<file path="src/rtl/ex_muldiv.sv">
// rtl/ex_muldiv.sv - iterative RV32M multiply/divide unit for the EX stage
// Shift-add multiplier and restoring divider on operand magnitudes, signs fixed at the end.
module ex_muldiv #(
   parameter int WIDTH = 32
) (
   input  logic             clk_i,
   input  logic             rst_i,
   input  logic             start_i,
   input  logic             flush_i,
   input  logic [9:0]       funct_i,
   input  logic [WIDTH-1:0] RS1_i,
   input  logic [WIDTH-1:0] RS2_i,
   input  logic [4:0]       RDaddr_i,
   output logic             stall_o,
   output logic             done_o,
   output logic [WIDTH-1:0] result_o,
   output logic [4:0]       RDaddr_o
);
   localparam int CW = $clog2(WIDTH);
   localparam logic [CW-1:0] CNT_LAST = CW'(WIDTH - 1);

   typedef enum logic [1:0] {IDLE, CALC, DONE} state_t;

   state_t             state_q, state_d;
   logic [2:0]         op_q, op_d;
   logic [4:0]         rd_q, rd_d;
   logic [WIDTH-1:0]   a_q, a_d;
   logic [WIDTH-1:0]   b_q, b_d;
   logic [2*WIDTH-1:0] acc_q, acc_d;
   logic [CW-1:0]      cnt_q, cnt_d;
   logic               sign_a_q, sign_a_d;
   logic               neg_q, neg_d;
   logic               dz_q, dz_d;
   logic               ovf_q, ovf_d;
   logic [WIDTH-1:0]   res_q, res_d;
   logic [4:0]         rdo_q, rdo_d;
   logic               done_q, done_d;

   logic [2:0]         op_in;
   logic               a_signed, b_signed, sa, sb;
   logic [WIDTH:0]     mul_sum;
   logic [WIDTH:0]     rem_sh, div_diff;
   logic               div_ge;
   logic [2*WIDTH-1:0] prod;
   logic [WIDTH-1:0]   quo, rem;
   logic               unused_funct;

   assign unused_funct = ^funct_i[9:3];
   assign op_in    = funct_i[2:0];
   // MUL is taken as signed: the low half is the same either way.
   assign a_signed = !(op_in == 3'b011 || op_in == 3'b101 || op_in == 3'b111);
   assign b_signed = (op_in == 3'b000 || op_in == 3'b001 || op_in == 3'b100 || op_in == 3'b110);
   assign sa       = a_signed & RS1_i[WIDTH-1];
   assign sb       = b_signed & RS2_i[WIDTH-1];

   assign mul_sum  = {1'b0, acc_q[2*WIDTH-1:WIDTH]} + (b_q[0] ? {1'b0, a_q} : '0);
   assign rem_sh   = {acc_q[2*WIDTH-1:WIDTH], a_q[WIDTH-1]};
   assign div_ge   = (rem_sh >= {1'b0, b_q});
   assign div_diff = rem_sh - {1'b0, b_q};

   always_comb begin
      state_d  = state_q;
      op_d     = op_q;
      rd_d     = rd_q;
      a_d      = a_q;
      b_d      = b_q;
      acc_d    = acc_q;
      cnt_d    = cnt_q;
      sign_a_d = sign_a_q;
      neg_d    = neg_q;
      dz_d     = dz_q;
      ovf_d    = ovf_q;
      res_d    = res_q;
      rdo_d    = rdo_q;
      done_d   = 1'b0;
      prod     = '0;
      quo      = '0;
      rem      = '0;
      case (state_q)
         IDLE: begin
            if (start_i && !flush_i) begin
               op_d     = op_in;
               rd_d     = RDaddr_i;
               a_d      = sa ? -RS1_i : RS1_i;
               b_d      = sb ? -RS2_i : RS2_i;
               sign_a_d = sa;
               neg_d    = sa ^ sb;
               dz_d     = (RS2_i == '0);
               ovf_d    = (op_in == 3'b100 || op_in == 3'b110) &&
                          (RS1_i == {1'b1, {(WIDTH-1){1'b0}}}) && (RS2_i == '1);
               acc_d    = '0;
               cnt_d    = '0;
               state_d  = CALC;
            end
         end
         CALC: begin
            cnt_d = cnt_q + 1'b1;
            if (op_q[2]) begin
               acc_d = {(div_ge ? div_diff[WIDTH-1:0] : rem_sh[WIDTH-1:0]),
                        acc_q[WIDTH-2:0], div_ge};
               a_d   = a_q << 1;
            end else begin
               acc_d = {mul_sum, acc_q[WIDTH-1:1]};
               b_d   = b_q >> 1;
            end
            prod = neg_q ? -acc_d : acc_d;
            quo  = neg_q ? -acc_d[WIDTH-1:0] : acc_d[WIDTH-1:0];
            rem  = sign_a_q ? -acc_d[2*WIDTH-1:WIDTH] : acc_d[2*WIDTH-1:WIDTH];
            if (cnt_q == CNT_LAST) begin
               state_d = DONE;
               done_d  = 1'b1;
               rdo_d   = rd_q;
               case (op_q)
                  3'b000:         res_d = prod[WIDTH-1:0];
                  3'b001, 3'b010,
                  3'b011:         res_d = prod[2*WIDTH-1:WIDTH];
                  3'b100, 3'b101: res_d = dz_q ? '1 : (ovf_q ? {1'b1, {(WIDTH-1){1'b0}}} : quo);
                  default:        res_d = ovf_q ? '0 : rem;
               endcase
            end
         end
         DONE:    state_d = IDLE;
         default: state_d = IDLE;
      endcase
      if (flush_i) begin
         state_d = IDLE;
         done_d  = 1'b0;
         res_d   = res_q;
         rdo_d   = rdo_q;
      end
   end

   always_ff @(posedge clk_i) begin
      if (rst_i) begin
         state_q  <= IDLE;
         op_q     <= '0;
         rd_q     <= '0;
         a_q      <= '0;
         b_q      <= '0;
         acc_q    <= '0;
         cnt_q    <= '0;
         sign_a_q <= 1'b0;
         neg_q    <= 1'b0;
         dz_q     <= 1'b0;
         ovf_q    <= 1'b0;
         res_q    <= '0;
         rdo_q    <= '0;
         done_q   <= 1'b0;
      end else begin
         state_q  <= state_d;
         op_q     <= op_d;
         rd_q     <= rd_d;
         a_q      <= a_d;
         b_q      <= b_d;
         acc_q    <= acc_d;
         cnt_q    <= cnt_d;
         sign_a_q <= sign_a_d;
         neg_q    <= neg_d;
         dz_q     <= dz_d;
         ovf_q    <= ovf_d;
         res_q    <= res_d;
         rdo_q    <= rdo_d;
         done_q   <= done_d;
      end
   end

   assign stall_o  = (state_q == IDLE && start_i && !flush_i) || (state_q == CALC);
   assign done_o   = done_q;
   assign result_o = res_q;
   assign RDaddr_o = rdo_q;
endmodule

</file>
<file path="config.mk">
export PLATFORM = sky130hd
export DESIGN_NAME = ex_muldiv
export DESIGN_NICKNAME = d
export VERILOG_FILES = /design/src/rtl/ex_muldiv.sv
export SDC_FILE = /design/constraint.sdc
export NUM_CORES = 1
export LEC_CHECK = 0
export ABC_AREA = 1
export CAP_MARGIN = 20
export CELL_PAD_IN_SITES_DETAIL_PLACEMENT = 1
export CELL_PAD_IN_SITES_GLOBAL_PLACEMENT = 2
export CORE_UTILIZATION = 34
export DETAILED_ROUTE_END_ITERATION = 16
export HOLD_SLACK_MARGIN = 0.02
export PLACE_DENSITY = 0.94
export SLEW_MARGIN = 20
export SYNTH_ARGS = -nofsm -noshare
export SYNTH_HDL_FRONTEND = slang
export SYNTH_SLANG_ARGS = --single-unit
</file>
<file path="constraint.sdc">
create_clock -name clk_i -period 6 [get_ports clk_i]
set_clock_uncertainty 0.15 [all_clocks]
set_input_delay 0.9 -clock clk_i [delete_from_list [all_inputs] [get_ports clk_i]]
set_output_delay 0.9 -clock clk_i [all_outputs]
set_load 0.02 [all_outputs]
</file>
==> results of run 1 <==
-- per-layer routing --
| metal | vias to the layer above | track usage [%] | wire length, microns |
|---|---|---|---|
| li1 | 10490 | - | - |
| met1 | 10260 | 39.67 | 36880 |
| met2 | 531 | 45.71 | 34270 |
| met3 | 111 | 5.992 | 4885 |
| met4 | 2 | 10.81 | 2596 |
| met5 | - | 0 | 13 |
-- placed cells by master (no fill, tap or decap), types with 7 or more instances in the layout --
| cell | count |
|---|---|
| a31oi_1 | 9 |
| nand2_2 | 12 |
| o221ai_1 | 32 |
| xnor2_1 | 9 |
| dfxtp_1 | 183 |
| clkinv_8 | 7 |
| nor3_1 | 31 |
| nor4_1 | 7 |
| o21ai_1 | 18 |
| nand3_1 | 211 |
| inv_2 | 8 |
| nor2_4 | 8 |
| clkbuf_16 | 17 |
| nand2_1 | 1028 |
| nand3b_1 | 13 |
| clkdlybuf4s50_1 | 113 |
| nand3_2 | 15 |
| a21oi_1 | 265 |
| o211ai_1 | 16 |
| ha_1 | 71 |
| xor2_1 | 42 |
| nor2_1 | 367 |
| nand4_1 | 62 |
| or2_2 | 14 |
| nor2_2 | 33 |
| o21ai_0 | 200 |
| inv_1 | 397 |
| buf_4 | 27 |
-- power breakdown --
| group | leakage (nW) | internal [mW] | switching, mW |
|---|---|---|---|
| clock network | 0.316 | 0.621 | 0.677 |
| logic | 8.18 | 0.339 | 0.815 |
| registers | 1.50 | 1.26 | 0.0356 |
-- worst register-to-register path: cells and delay by family, from the launching register on --
kind | cells | cell delay [ps]
adder cells (fa/ha/maj) | 1 | 400
AND/OR/NAND/NOR | 18 | 2580
AO/OA/AOI/OAI | 2 | 640
flip-flops | 1 | 600
buffers and inverters | 3 | 390
-- flip-flops by register name, summed over array words and instances, names as in the netlist, 2 cells and up --
register / count
rd_q: 5
RDaddr_o: 5
op_q: 3
cnt_q: 5
a_q: 32
state_q: 2
b_q: 32
acc_q: 64
result_o: 32
-- synthesized netlist by cell type, types with 14 or more instances --
master    number  area [sq um]
nand2_1     1028          3859
a21oi_1      266          1331
xor2_1        42         367.9
inv_1        397          1490
dfxtp_1      185          3704
or2_2         14         87.58
ha_1          71         888.4
o21ai_1       18         90.09
nor3_1        33         165.2
nand3_1      211          1056
nand3_2       15         150.1
clkbuf_1      86         322.8
buf_1         15         56.30
nor2_2        32         200.2
o221ai_1      32         280.3
o21ai_0      200          1001
o211ai_1      16         120.1
nor2_1       370          1389
nand4_1       62         387.9
-- cell families after synthesis --
group,share of synthesized area (%)
adder cells (fa/ha/maj),5.155
flip-flops,20.56
AND/OR/NAND/NOR,43.13
multiplexers,0.05558
XOR/XNOR,2.480
AO/OA/AOI/OAI,17.22
buffers and inverters,11.40
-- path summary, 6_finish.rpt --
path,end,cells after the start,slack (ps),startpoint
worst max-delay path,result_o[15],24,1140,acc_q[43]
worst min-delay path,acc_q[31],2,320,acc_q[31]
worst max register to register,result_o[15],24,1140,acc_q[43]
worst min register to register,acc_q[31],2,320,acc_q[31]
-- layout make-up --
| cell class | instances | area (sq um) | area share [%] |
|---|---|---|---|
| Clock inverter | 15 | 235.2 | 1.155 |
| Inverter | 407 | 1528 | 7.498 |
| Multi-Input combinational cell | 2511 | 12290 | 60.34 |
| Sequential cell | 185 | 3709 | 18.20 |
| Clock buffer | 17 | 425.4 | 2.088 |
| Tap cell | 680 | 850.8 | 4.176 |
| Timing Repair Buffer | 140 | 1334 | 6.546 |
-- per-stage QoR --
step / cell area, sq um / worst slack (ps)
6_report: 20370 / 1145
5_1_grt: 20370 / 921.9
3_5_place_dp: 19710 / 1299
3_3_place_gp: 19710 / 1360
4_1_cts: 20370 / 1291
2_1_floorplan: 18010 / 2526
==> impl_metrics.env, run 1 <==
export IMPL_via_per_inst=5.410
export IMPL_netlist_instances=3224
export IMPL_synth_seq_cells=185
export IMPL_period_minus_slack_ps=4856
export IMPL_initialDrtViolationCount=1621
export IMPL_cts_hold_buf=0
export IMPL_synth_edf_count=0
export IMPL_clkSlewWorstSetupHoldPaths_ps=90
export IMPL_numCtsBuffers=17
export IMPL_slew_headroom_pct=36.37
export IMPL_fmax_mhz=206.0
export IMPL_routed_wl_microns=78650
export IMPL_postCtsSetupBuffers=0
export IMPL_start_kind="register"
export IMPL_crit_top_cell="nand2_1"
export IMPL_rows=83
export IMPL_routedWlPerCell_microns=19.89
export IMPL_gp_congestion=0.9791
export IMPL_syn_nets=3380
export IMPL_min_path_type="reg2reg"
export IMPL_final_hold_viol_count=0
export IMPL_drc=0
export IMPL_power_density_mw_per_mm2=183.9
export IMPL_cp_required_ps=6260
export IMPL_hold_ws_ps=315.2
export IMPL_nNetsFinal=3418
export IMPL_cts_resized=0
export IMPL_coreArea_sq_mm=0.05182
export IMPL_status="finished, final reports clean"
export IMPL_vias=21400
export IMPL_critPathTopFamily="simple AND/OR/NAND/NOR gates"
export IMPL_avgSynthCellArea_sq_um=5.587
export IMPL_drive_above_1_share_pct=5.160
export IMPL_grt_max_degree=88
export IMPL_insertedDiodeCount=0
export IMPL_dp_hpwl_microns=63900
export IMPL_synth_area_sq_mm=0.01801
export IMPL_cp_buffers_inverters=3
export IMPL_maxCapViolCount=0
export IMPL_grt_usage_pct=29.38
export IMPL_drtPass1Iterations=5
export IMPL_finalSetupViolCount=0
export IMPL_finalCritPeriodShare_pct=80.93
export IMPL_maxSlewViolCount=0
export IMPL_tightest_slew_ps=953.4
export IMPL_synth_async_reset_ratio_pct=0
export IMPL_num_io_pins=122
export IMPL_fin_cells=3955
export IMPL_cts_tree="yes"
export IMPL_fillers=7174
export IMPL_die_y_microns=232.2
export IMPL_path_max_fanout=23
export IMPL_cts_sinks=185
export IMPL_ys_warn_count=0
export IMPL_die_area_sq_mm=0.05390
export IMPL_synth_cell_types=52
export IMPL_grt_pass1_wl_microns=121400
export IMPL_ant_nets=0
export IMPL_yosys_most_used_dff="dfxtp_1"
export IMPL_p_total_mw=3.746
export IMPL_grt_pass1_vias=21380
export IMPL_clock_latency_ps=520
export IMPL_arrival_ps=5110
export IMPL_synth_seq_area_share_pct=20.56
export IMPL_max_vdd_ir_drop_mv=0.1312
export IMPL_area_delta_synth_final_pct=13.12
export IMPL_critPathCaptureType="register"
export IMPL_rsz0062_at_grt="no"
export IMPL_max_stage_delay_ps=600
export IMPL_io_buffers=114
export IMPL_antenna_found_initial=2
export IMPL_grt_ovfl_total=0
export IMPL_critPathKind="reg2reg"
export IMPL_fin_setup_tns_ps=0
export IMPL_critPathSlowestCell="dfxtp_1"
export IMPL_die_w_microns=232.2
export IMPL_clk_path_buf_depth=2
export IMPL_p_leak_nw=9.996
export IMPL_dp_cells=3923
export IMPL_final_core_util_pct=39.32
export IMPL_root_buffer="clkbuf_16"
export IMPL_crit_chain="ha_1 -> nand2_1 -> inv_1 -> nand2_1 -> nand2_1 -> nand2_1 -> nand3_1 -> inv_2 -> nand2_4 -> nand2_4 -> nand2_1 -> buf_4 -> nand2_1 -> nor2_1 -> nor2_1 -> nand2_2 -> nor2_4 -> nand2_1 -> o21ai_1 -> nor2_1 -> o21ai_0 -> nand2_1 -> nor2_1 -> nor2_1"
export IMPL_htree_levels=4
export IMPL_initial_core_util_pct=34.76
Note: power is estimated with default switching activity, not from simulation.
==> run 2, diff against run 1 <==
- CORE_UTILIZATION: 34 -> 29
- PLACE_DENSITY: 0.94 -> 0.86
- clock period: 6 -> 4.3 ns (I/O delays scaled with it)
==> run 2 against run 1 <==
- cell count increased by 4.6%
- routed wire length decreased by 0.14%
- register-to-register slack got worse by 1000 ps
- setup slack got worse by 1000 ps
- first-iteration DRC count decreased by 8.5%
- maximum frequency increased by 16%
- sequential power increased by 40%
- critical path depth decreased by 1
- highest routed layer unchanged
==> impl_metrics.env, run 2 (synthesis gave the netlist of run 1 again) <==
export IMPL_drtPass1Iterations=7
export IMPL_area_delta_synth_final_pct=18.40
export IMPL_p_leak_nw=10.45
export IMPL_critPathTopFamily="simple AND/OR/NAND/NOR gates"
export IMPL_clkSlewWorstSetupHoldPaths_ps=80
export IMPL_vias=21420
export IMPL_grt_max_degree=88
export IMPL_maxCapViolCount=0
export IMPL_clk_path_buf_depth=2
export IMPL_cp_required_ps=4550
export IMPL_finalCritPeriodShare_pct=97.43
export IMPL_insertedDiodeCount=0
export IMPL_routed_wl_microns=78540
export IMPL_ant_nets=0
export IMPL_gp_congestion=0.9420
export IMPL_design_area_sq_mm=0.02132
export IMPL_initial_core_util_pct=29.62
export IMPL_max_stage_delay_ps=380
export IMPL_maxSlewViolCount=0
export IMPL_period_minus_slack_ps=4190
export IMPL_status="finished, final reports clean"
export IMPL_drc=0
export IMPL_grt_pass1_wl_microns=121000
export IMPL_via_per_inst=5.179
export IMPL_path_max_fanout=8
export IMPL_finalSetupViolCount=0
export IMPL_io_buffers=114
export IMPL_start_kind="register"
export IMPL_drive_above_1_share_pct=8.679
export IMPL_root_buffer="clkbuf_16"
export IMPL_cts_tree="yes"
export IMPL_cts_hold_buf=0
export IMPL_max_vdd_ir_drop_mv=0.1791
export IMPL_grt_usage_pct=24.79
export IMPL_power_density_mw_per_mm2=243.1
export IMPL_rr_startpoint="b_q[24]"
export IMPL_fmax_mhz=238.7
export IMPL_largest_reg_flops=64
export IMPL_rows=90
export IMPL_critPathCaptureType="register"
export IMPL_die_area_sq_mm=0.06311
export IMPL_hold_ws_ps=317.1
export IMPL_cp_buffers_inverters=4
export IMPL_htree_levels=4
export IMPL_grt_pass1_vias=20830
export IMPL_ff2ff_path_depth=23
export IMPL_holdPathEnd="b_q[23]"
export IMPL_tightest_slew_ps=1020
export IMPL_routedWlPerCell_microns=18.99
export IMPL_clock_latency_ps=510
export IMPL_critPathKind="reg2reg"
export IMPL_nNetsFinal=3496
export IMPL_r2r_setup_slack_ps=110
export IMPL_slew_headroom_pct=31.29
export IMPL_die_w_microns=251.2
export IMPL_num_io_pins=122
export IMPL_final_hold_viol_count=0
export IMPL_antenna_found_initial=1
export IMPL_regMostFlops="acc_q"
export IMPL_initialDrtViolationCount=1484
export IMPL_dp_hpwl_microns=63320
export IMPL_hold_path_depth=2
export IMPL_critPathSlowestCell="ha_2"
export IMPL_cts_sinks=185
export IMPL_final_cell_mix="1024 x nand2_1, 395 x inv_1, 355 x nor2_1"
export IMPL_numCtsBuffers=17
export IMPL_crit_chain="inv_1 -> ha_2 -> nand2_1 -> nor2_4 -> nand3_1 -> nor2_1 -> nand2_1 -> nand2_2 -> nor2_4 -> buf_4 -> nand3_4 -> buf_4 -> o21ai_2 -> nand2_2 -> nor2_2 -> buf_4 -> a31oi_1 -> o21ai_0 -> a21oi_1 -> nor2_1 -> nand2_1 -> nor2_2 -> nor2_1"
export IMPL_grt_ovfl_total=0
export IMPL_hold_start="b_q[23]"
export IMPL_min_path_type="reg2reg"
export IMPL_die_y_microns=251.2
export IMPL_arrival_ps=4440
export IMPL_timing_rr_end="result_o[19]"
export IMPL_coreArea_sq_mm=0.06081
export IMPL_layout_commonest_cell="nand2_1"
export IMPL_placed_area_sq_mm=0.02043
==> run 2: cell types whose count changed in the layout (fill, tap and decap cells not counted), sizes merged <==
cell | before | now
buf | 27 | 105
clkbuf | 17 | 19
clkinv | 9 | 8
inv | 412 | 411
==> run 2: area by class of cell <==
| cell class | count | area (sq um) |
|---|---|---|
| fill | 8257 | 39480 |
| inverter | 407 | 1530 |
| tap | 782 | 978.4 |
| timing repair buffer | 218 | 1948 |
| clock inverter | 13 | 153.9 |
| sequential | 185 | 3711 |
| multi-input combinational | 2511 | 12560 |
| clock buffer | 19 | 442.9 |
==> run 2: layer usage <==
layer / part of all wire, % / vias up / global-route usage (%)
met5: 0.015 / - / 0
met4: 3.6 / 2 / 9.443
met3: 4.6 / 100 / 2.557
met2: 43 / 469 / 38.69
met1: 48 / 10190 / 34.88
li1: - / 10660 / -
==> run 2: timing repair <==
item / in CTS / in global routing
setup buffers: 0 / 3
endpoints found under the setup margin: 0 / 29
gates resized for setup: 0 / 68
==> run 2: worst register-to-register path: cells and delay by family (launching register included) <==
| kind | cells | cell delay (ps) |
|---|---|---|
| and+or+nand+nor | 14 | 1960 |
| AOI/OAI and AO/OA | 4 | 450 |
| DFF | 1 | 330 |
| adders and majority gates | 1 | 380 |
| buffers and inverters | 4 | 810 |
==> run 2: power by group <==
part | internal (mW) | total (mW) | switching [mW]
clock network | 0.841 | 1.70 | 0.855
logic | 0.528 | 1.69 | 1.16
registers | 1.76 | 1.80 | 0.0421
total | 3.12 | 5.18 | 2.06
==> run 2: through the flow <==
step | cells | worst slack [ps] | setup TNS (ps) | utilization [%] | total power, mW
6_report | 4135 | 110.4 | 0 | 35.07 | 5.184
5_1_grt | 4135 | -23.52 | -36.29 | 35.07 | 5.458
4_1_cts | 4132 | 53.13 | 0 | 34.59 | 5.179
3_5_place_dp | 4100 | 46.25 | 0 | 33.60 | 3.467
3_3_place_gp | 4100 | 138.3 | 0 | 33.60 | 3.445
2_1_floorplan | 3224 | 826.1 | 0 | - | 2.882
==> run 2: how the worst max path moves through the flow <==
stage,slack [ps],end,from,cells after the start
2_1_floorplan,830,result_o[22],b_q[0],26
3_3_place_gp,140,result_o[14],b_q[28],25
3_5_place_dp,50,result_o[14],b_q[28],25
4_1_cts,50,result_o[14],b_q[28],25
5_1_grt,-20,result_o[14],b_q[30],25
6_report,110,result_o[19],b_q[24],23
==> run 3, diff against run 2 <==
- SETUP_SLACK_MARGIN: default -> 0.2
==> run 3 against run 2 <==
- clock power barely moved
- flip-flop and latch count stayed put
- combinational power about the same
- setup slack better by 230 ps
- via count increased by 0.24%
- largest cell class unchanged
- register-to-register slack better by 230 ps
==> impl_metrics.env, run 3 (synthesis gave the netlist of run 1 again) <==
export IMPL_final_cell_mix="1022 x nand2_1, 387 x inv_1, 345 x nor2_1"
export IMPL_drc=0
export IMPL_htree_levels=4
export IMPL_rows=90
export IMPL_hold_start="acc_q[31]"
export IMPL_place_ws_ps=46.25
export IMPL_clkSlewWorstSetupHoldPaths_ps=90
export IMPL_dp_hpwl_microns=63320
export IMPL_root_buffer="clkbuf_16"
export IMPL_finalCritPeriodShare_pct=92.07
export IMPL_max_stage_delay_ps=480
export IMPL_slew_headroom_pct=40.15
export IMPL_grt_use_met2_pct=38.81
export IMPL_numCtsBuffers=17
export IMPL_finalSetupViolCount=0
export IMPL_final_hold_viol_count=0
export IMPL_io_buffers=114
export IMPL_r2r_setup_slack_ps=340
export IMPL_antenna_found_initial=0
export IMPL_max_vdd_ir_drop_mv=0.1786
export IMPL_period_minus_slack_ps=3959
export IMPL_largest_reg_flops=64
export IMPL_hold_ws_ps=318.7
export IMPL_final_core_util_pct=35.60
export IMPL_fillers=8226
export IMPL_power_density_mw_per_mm2=240.9
export IMPL_area_delta_synth_final_pct=20.21
export IMPL_cp_required_ps=4550
export IMPL_rr_startpoint="acc_q[38]"
export IMPL_die_y_microns=251.2
export IMPL_coreArea_sq_mm=0.06081
export IMPL_insertedDiodeCount=0
export IMPL_fin_setup_tns_ps=0
export IMPL_drive_above_1_share_pct=10.36
export IMPL_rsz0062_at_grt="yes"
export IMPL_use_met1_pct=34.69
export IMPL_grt_ovfl_total=0
export IMPL_layout_commonest_cell="nand2_1"
export IMPL_arrival_ps=4210
export IMPL_maxSlewViolCount=0
export IMPL_ant_nets=0
export IMPL_cts_sinks=185
export IMPL_num_io_pins=122
export IMPL_drtPass1Iterations=5
export IMPL_gp_congestion=0.9420
export IMPL_die_w_microns=251.2
export IMPL_critPathSlowestCell="dfxtp_1"
export IMPL_use_met3_pct=2.889
export IMPL_holdPathEnd="acc_q[31]"
export IMPL_routed_wl_microns=78870
export IMPL_grt_usage_pct=24.85
export IMPL_critPathTopFamily="simple AND/OR/NAND/NOR gates"
export IMPL_tightest_slew_ps=897.7
export IMPL_hold_path_depth=2
export IMPL_fin_ws_ps=341.1
export IMPL_start_kind="register"
export IMPL_nNetsFinal=3502
export IMPL_min_path_type="reg2reg"
export IMPL_clock_latency_ps=510
export IMPL_grt_pass1_wl_microns=121200
export IMPL_p_leak_nw=10.54
export IMPL_status="finished, final reports clean"
export IMPL_ff2ff_path_depth=23
export IMPL_critPathKind="reg2reg"
export IMPL_cts_tree="yes"
export IMPL_timing_rr_end="result_o[19]"
export IMPL_critPathCaptureType="register"
export IMPL_initialDrtViolationCount=1489
export IMPL_die_area_sq_mm=0.06311
export IMPL_grt_busiest_layer="met2"
export IMPL_via_per_inst=5.184
export IMPL_path_max_fanout=10
export IMPL_regMostFlops="acc_q"
export IMPL_maxCapViolCount=0
export IMPL_crit_chain="ha_1 -> nand2_2 -> inv_2 -> nand2_1 -> nand2_1 -> inv_2 -> nand3_4 -> nand2_2 -> nand2_4 -> nand2_4 -> nand3_2 -> buf_4 -> o21ai_2 -> nand2_2 -> nor2_2 -> buf_4 -> a31oi_1 -> o21ai_0 -> a21oi_1 -> nor2_1 -> nand2_1 -> nor2_2 -> nor2_1"
export IMPL_cp_buffers_inverters=4
export IMPL_grt_pass1_vias=20900
export IMPL_fmax_mhz=252.6
export IMPL_clk_path_buf_depth=2
export IMPL_vias=21470
export IMPL_initial_core_util_pct=29.62
export IMPL_routedWlPerCell_microns=19.05
export IMPL_grt_max_degree=88
[run 3: changes by cell type in the layout (fill, tap and decap cells not counted), sizes merged]
cell  delta
buf      +6
[run 3: per-stage QoR]
| step | power (mW) | area [sq um] | instances |
|---|---|---|---|
| after global placement | 3.445 | 20430 | 4100 |
| after global routing | 5.487 | 21650 | 4141 |
| after detailed placement | 3.467 | 20430 | 4100 |
| after floorplan | 2.882 | 18010 | 3224 |
| after CTS | 5.188 | 21100 | 4139 |
| final | 5.215 | 21650 | 4141 |
[run 3: worst max path at each step]
stage	cells past startpoint	start	end	slack, ps
finish	23	acc_q[38]	result_o[19]	340
global route	25	b_q[6]	result_o[14]	120
CTS	23	b_q[0]	result_o[14]	190
detailed placement	25	b_q[28]	result_o[14]	50
global placement	25	b_q[28]	result_o[14]	140
floorplan	26	b_q[0]	result_o[22]	830
[run 3: worst min-delay path, stage by stage, from the launching register on]
cell     delay (ps)
dfxtp_1         320
nand2_1          60
a21oi_1          50
[run 3: area by class of cell]
class | instances | area, sq um | area share, %
multi-input cells | 2511 | 12830 | 59.27
flip-flops and latches | 185 | 3715 | 17.16
repair buffers | 224 | 2001 | 9.241
inverters | 407 | 1528 | 7.056
well taps | 782 | 978.4 | 4.519
clock buffers | 19 | 442.9 | 2.046
clock inverters | 13 | 153.9 | 0.7108
[run 3: metal layers]
layer,share of wire [%],up-vias
met3,4.6,96
met5,0,-
li1,-,10670
met2,44,449
met1,48,10260
met4,3.3,0
[run 3: what timing repair did]
| action | 4_1_cts | 5_1_grt |
|---|---|---|
| endpoints found under the setup margin | 16 | 31 |
| resized for setup | 4 | 127 |
| hold buffers | 0 | 0 |
| buffers inserted | 7 | 2 |
| pin swaps | 2 | 10 |
[run 3: power by group]
part	leakage, nW	switching [mW]	total (mW)	internal [mW]
Combinational	8.75	1.17	1.72	0.544
Sequential	1.50	0.0436	1.80	1.76
Clock	0.294	0.856	1.70	0.841
Total	10.5	2.07	5.21	3.14
